### src/rtl/add8_share_arb.sv
// add8_share_arb: round-robin arbiter feeding one shared 8-bit approximate adder through a two-stage pipeline
// Define ADD8_ERRMON_EN to count cycles where the approximate sum differs from the exact sum.
module add8_share_arb #(
    parameter int NREQ = 4,
    parameter int IDW  = 2
) (
    input  logic              clk,
    input  logic              rst_n,
    input  logic              en,
    input  logic [NREQ-1:0]   req_valid,
    output logic [NREQ-1:0]   req_ready,
    input  logic [8*NREQ-1:0] req_a,
    input  logic [8*NREQ-1:0] req_b,
    output logic              res_valid,
    input  logic              res_ready,
    output logic [8:0]        res_sum,
    output logic [IDW-1:0]    res_id,
    output logic              busy,
    input  logic              err_clr,
    output logic [15:0]       err_cnt
);
    logic           s1_v, s2_v, adv2, acc1, xfer, c2;
    logic [7:0]     s1_a, s1_b;
    logic [IDW-1:0] s1_id, s2_id, lp, win;
    logic [8:0]     s2_sum, sum;
    assign adv2      = s1_v & (~s2_v | (res_valid & res_ready));
    assign acc1      = rst_n & en & (~s1_v | adv2);
    assign req_ready = acc1 ? NREQ'(1) << win : '0;
    assign xfer      = |(req_ready & req_valid);
    assign res_valid = s2_v;
    assign res_sum   = s2_sum;
    assign res_id    = s2_id;
    assign busy      = s1_v | s2_v;
    // Scan backwards so the closest valid requester after lp is the last one written.
    always_comb begin
        win = IDW'((int'(lp) + 1) % NREQ);
        for (int k = NREQ; k >= 1; k--)
            if (req_valid[(int'(lp) + k) % NREQ]) win = IDW'((int'(lp) + k) % NREQ);
    end
    assign c2  = s1_a[0] & s1_a[1] & s1_b[1] & ~s1_a[6] & ~s1_a[7] & ~s1_b[7];
    assign sum = {7'({1'b0, s1_a[7:2]} + {1'b0, s1_b[7:2]} + {6'b0, c2}), s1_a[1:0] | s1_b[1:0]};
    always_ff @(posedge clk or negedge rst_n) begin
        if (!rst_n) begin
            s1_v   <= 1'b0;
            s1_a   <= '0;
            s1_b   <= '0;
            s1_id  <= '0;
            s2_v   <= 1'b0;
            s2_sum <= '0;
            s2_id  <= '0;
            lp     <= IDW'(NREQ - 1);
        end else begin
            if (xfer) begin
                s1_v  <= 1'b1;
                s1_a  <= req_a[8*int'(win) +: 8];
                s1_b  <= req_b[8*int'(win) +: 8];
                s1_id <= win;
                lp    <= win;
            end else if (adv2) begin
                s1_v <= 1'b0;
            end
            if (adv2) begin
                s2_v   <= 1'b1;
                s2_sum <= sum;
                s2_id  <= s1_id;
            end else if (res_ready) begin
                s2_v <= 1'b0;
            end
        end
    end
`ifdef ADD8_ERRMON_EN
    logic [8:0]  exact;
    logic [15:0] cnt;
    assign exact   = {1'b0, s1_a} + {1'b0, s1_b};
    assign err_cnt = cnt;
    always_ff @(posedge clk or negedge rst_n) begin
        if (!rst_n) cnt <= '0;
        else if (err_clr) cnt <= '0;
        else if (adv2 && exact != sum && cnt != 16'hFFFF) cnt <= cnt + 16'd1;
    end
`else
    logic unused_err_clr;
    assign unused_err_clr = err_clr;
    assign err_cnt        = '0;
`endif
endmodule
### config.mk
export PLATFORM = sky130hd
export DESIGN_NAME = add8_share_arb
export DESIGN_NICKNAME = d
export VERILOG_FILES = /design/src/rtl/add8_share_arb.sv
export SDC_FILE = /design/constraint.sdc
export NUM_CORES = 1
export LEC_CHECK = 0
export CORE_MARGIN = 4
export CORE_UTILIZATION = 43
export CTS_CLUSTER_DIAMETER = 120
export CTS_CLUSTER_SIZE = 28
export DETAILED_ROUTE_END_ITERATION = 12
export GPL_TIMING_DRIVEN = 0
export PLACE_DENSITY = 0.85
export RECOVER_POWER = 100
export SYNTH_ARGS = -nofsm -noshare
export SYNTH_HDL_FRONTEND = slang
export SYNTH_SLANG_ARGS = --single-unit
### constraint.sdc
create_clock -name clk -period 3.35 [get_ports clk]
set_input_delay 1.005 -clock clk [delete_from_list [all_inputs] [get_ports clk]]
set_output_delay 1.005 -clock clk [all_outputs]
set_load 0.01 [all_outputs]
==> results.md, run 1 <==
- The flow ran to the end, and the final reports show no timing, DRC or antenna violations.
- Entering global routing, the biggest net connects 35 pins.
- The average cell area after synthesis is just under 10 µm².
- The classification of the worst setup path is in -> out.
- The highest clock rate is roughly 300 MHz.
- The warning count from the yosys run is 0.
- The clock transition at the registers of the reported paths is ~0.070 ns.
- By area the synthesized netlist is led by sky130_fd_sc_hd__dfrtp_1 31%, sky130_fd_sc_hd__mux2_2 7.2%, sky130_fd_sc_hd__a221o_1 6.4%.
- After global routing the overflow that remains totals 0.
- The largest fanout of any net on the critical path is 9.
- The floorplan step set the die width to approximately 84 µm.
- The vias per cell is roughly 5.6.
- The final period utilization is 98.2%.
- The initial utilization of the core area, before any placement, comes to between 40% and 50%.
- The detail route stage leaves a number of antenna-violating nets equal to 0.
- In this run the power density over the cells is ~690 nW/µm².
- The final hold violation count is 0.
- For this run, asynchronously set or reset flops after synthesis account for 100%.
- The first global-routing pass estimated ~12 mm of wire.
- The final number of setup-violating endpoints is 0.
- After synthesis, the largest area contributor takes up a little under a third of total cell area.
- The initial antenna violation count is 0.
- For this run, the detailed router's first-pass iteration total came to 4.
- The type of element launching the critical path is an input pin.
- The share of the yosys chip area belonging to registers is roughly 33%.
- The floorplan die area is slightly above 7000 µm².
- In the final routed layout, each cell accounts on average for 16.0 µm.
- The final critical-path required period is approximately 3.3 ns.
- The net count of the finished layout is about 460.
- The worst min-delay path class is reg -> reg.
- The clock net in this run drives a total of 33 sinks.
- The area overhead of the layout relative to synthesis is 50.1%.
- The via count is around 2.5k.
- Once placement finished, the instance area stood at about 3500 µm².
- The post-layout total power is between 2000 and 3000 µW.
- The netlist uses 55 different library cells.
- The dominant cell type by area after synthesis is sky130_fd_sc_hd__dfrtp_1.
- In the layout the commonest cells are 65 x sky130_fd_sc_hd__clkdlybuf4s50_1, 31 x sky130_fd_sc_hd__dfrtp_1, 27 x sky130_fd_sc_hd__buf_4.
- The layout cell share with drive strength beyond 1 is between 20% and 30%.
- Counting flops with a built-in enable in the synthesized netlist gives 0.
- The number of DRC violations after detailed-routing iteration 0 is between 100 and 150.
- The worst-margin pin slew is between 0.7 and 0.8 ns.
- The kind of end point of the critical path is a primary output.
- The number of buffer cells added on primary ports is between 80 and 90.
- The normalized max-slew margin is a little over half.
- TritonCTS built the clock tree.
- The reg-to-reg setup timing slack is between 0.2 and 0.3 ns.
- The area of the core region is ~5600 µm².
- The number of cells produced by synthesis is approximately 250.
- The cell area that synthesis handed to floorplanning was approximately 2500 µm².
- The prevailing post-synth register cell is sky130_fd_sc_hd__dfrtp_1.
- The end-of-flow core utilization is between 60 and 70%.
- The number of placement rows is 27.
- After detailed routing, the number of remaining DRC violations is 0.
- The summed negative setup slack over all endpoints is 0 ns.
- The via count of the first global-routing pass is 2494.
- The tree is rooted in a sky130_fd_sc_hd__clkbuf_8.
- The number of hold-repair buffers added at the cts stage is 0.
- The repair_antennas step left the layout with diodes totalling 0.
- The clock buffer count from CTS is 5.
- The clock tree synthesis step divided the H-tree into 2 levels.
- Across the run, the number of max-cap violations was 0.
- For this block, the routed nets add up to 7.16 mm of wire.
- Leaving out fill and tap cells, the most frequent cell in the layout is sky130_fd_sc_hd__clkdlybuf4s50_1.
- The data required time at the worst endpoint is ~2.3 ns.
- The number of top-level pins is roughly 110.
- The endpoint arrival time on the critical path is 2.28 ns.
- The longest clock path from root to sink contains 2 buffers.
- Detailed placement ended at an HPWL of approximately 5.4 mm.
- The worst-case IR drop observed on VDD is ~0.35 mV.
- The overall routing resource usage is a little over 20%.
- The standby leakage power is 0.00162 µW.
- From bottom edge to top edge, the die measures about 84 µm.
- The worst clock skew is 0.00454 ns.
- The later-pin clock latency in the skew report is between 0.2 and 0.3 ns.
- The number of pins with negative max-slew slack in the final report is 0.
- The routability-driven placement congestion ratio is between 0.8 and 0.9.
- The slack of the critical path is between 0.06 and 0.07 ns.
- The worst setup slack before clock tree synthesis is -1.05 ns.
- The flop and latch count out of synthesis is 33.
- After routing the design area is ~3800 µm².
path summary, 6_finish.rpt:
check                                   from      endpoint  cells after the start
worst max-delay path            req_valid[3]  req_ready[3]                      8
worst min-delay path              res_sum[6]    res_sum[6]                      2
worst max register to register         lp[0]       s1_a[4]                      9
worst min register to register    res_sum[6]    res_sum[6]                      2
max in group asynchronous              rst_n         lp[1]                      1
min in group asynchronous              rst_n    res_sum[1]                      1
power by group:
group,internal [µW],switching [µW],leakage [µW]
combinational,778,751,0.00116
sequential,600,130,0.000404
clock,185,140,0.0000542
total,1560,1020,0.00162
registers in the layout (all words and copies together) (netlist names):
signal	count
s1_a	8
s1_b	8
res_sum	9
s1_v	1
res_id	2
res_valid	1
lp	2
s1_id	2
critical path, stage by stage:
cell and delay, ns:
sky130_fd_sc_hd__buf_2 0.16, sky130_fd_sc_hd__and2b_1 0.20, sky130_fd_sc_hd__o21a_2 0.23, sky130_fd_sc_hd__nor3_4 0.22
sky130_fd_sc_hd__buf_6 0.13, sky130_fd_sc_hd__buf_8 0.13, sky130_fd_sc_hd__nor2_1 0.05, sky130_fd_sc_hd__buf_2 0.14
layout make-up:
| class | count | area, µm² |
|---|---|---|
| plain buffers | 31 | 206 |
| clock buffers | 7 | 96.3 |
| clock inverters | 1 | 5.00 |
| fillers | 440 | 1810 |
| inverters | 13 | 48.8 |
| multi-input cells | 190 | 1520 |
| flip-flops and latches | 33 | 828 |
| well taps | 72 | 90.1 |
| repair buffers | 101 | 966 |
logic make-up after synthesis:
| kind of cell | after synthesis | share of synthesized area (%) |
|---|---|---|
| AO/OA/AOI/OAI | 77 | 24.6 |
| XOR/XNOR | 2 | 0.699 |
| adder cells (fa/ha/maj) | 7 | 4.09 |
| buffers and inverters | 46 | 10.6 |
| flip-flops | 33 | 33.1 |
| multiplexers | 25 | 11.2 |
| other | 1 | 0.150 |
| AND/OR/NAND/NOR | 63 | 15.6 |
Yosys cell counts (2+ instances only):
cell type,number
sky130_fd_sc_hd__a21oi_1,3
sky130_fd_sc_hd__nor3_4,3
sky130_fd_sc_hd__buf_6,3
sky130_fd_sc_hd__nand3_1,4
sky130_fd_sc_hd__nor4b_1,2
sky130_fd_sc_hd__o31ai_1,13
sky130_fd_sc_hd__buf_2,3
sky130_fd_sc_hd__o21ai_0,10
sky130_fd_sc_hd__nor2_1,8
sky130_fd_sc_hd__nor3b_1,2
sky130_fd_sc_hd__dfrtp_1,31
sky130_fd_sc_hd__ha_1,5
sky130_fd_sc_hd__a21oi_2,2
sky130_fd_sc_hd__mux2_2,16
sky130_fd_sc_hd__a221o_1,16
sky130_fd_sc_hd__and2_1,3
sky130_fd_sc_hd__nor2b_1,3
sky130_fd_sc_hd__mux2_1,9
sky130_fd_sc_hd__a21o_1,3
sky130_fd_sc_hd__a211oi_1,12
sky130_fd_sc_hd__nand4_1,11
sky130_fd_sc_hd__nand2_1,12
sky130_fd_sc_hd__nand3b_1,2
sky130_fd_sc_hd__inv_1,13
sky130_fd_sc_hd__fa_1,2
sky130_fd_sc_hd__nand2b_1,4
sky130_fd_sc_hd__clkbuf_1,9
sky130_fd_sc_hd__a221oi_1,5
sky130_fd_sc_hd__dfstp_2,2
sky130_fd_sc_hd__buf_4,18
per-stage QoR:
step / hold WS, ns / cells
finish: 0.476 / 448
global route: 0.504 / 448
CTS: 0.485 / 447
detailed placement: 0.470 / 429
global placement: 0.462 / 429
floorplan: 0.446 / 269
layer usage:
metal	GRT usage [%]	routed length [µm]	vias up
met1	23.6	2810	1178
li1	-	-	1186
met5	0	0	-
met2	36.6	3670	110
met3	5.20	450	23
met4	8.20	240	0
what timing repair did:
action	CTS	global route
pin swaps	4	4
gates resized for setup	48	14
endpoints found under the setup margin	4	4
buffers inserted	11	2
Power figures use the tool's default switching activity.
==> inputs of run 2 (changes only) <==
--- a/config.mk
+++ b/config.mk
@@ -16,3 +16,4 @@
 export SYNTH_ARGS = -nofsm -noshare
 export SYNTH_HDL_FRONTEND = slang
 export SYNTH_SLANG_ARGS = --single-unit
+export TNS_END_PERCENT = 100
==> results of run 2 <==
The final DEF is identical to that of run 1; final timing and power are the same.
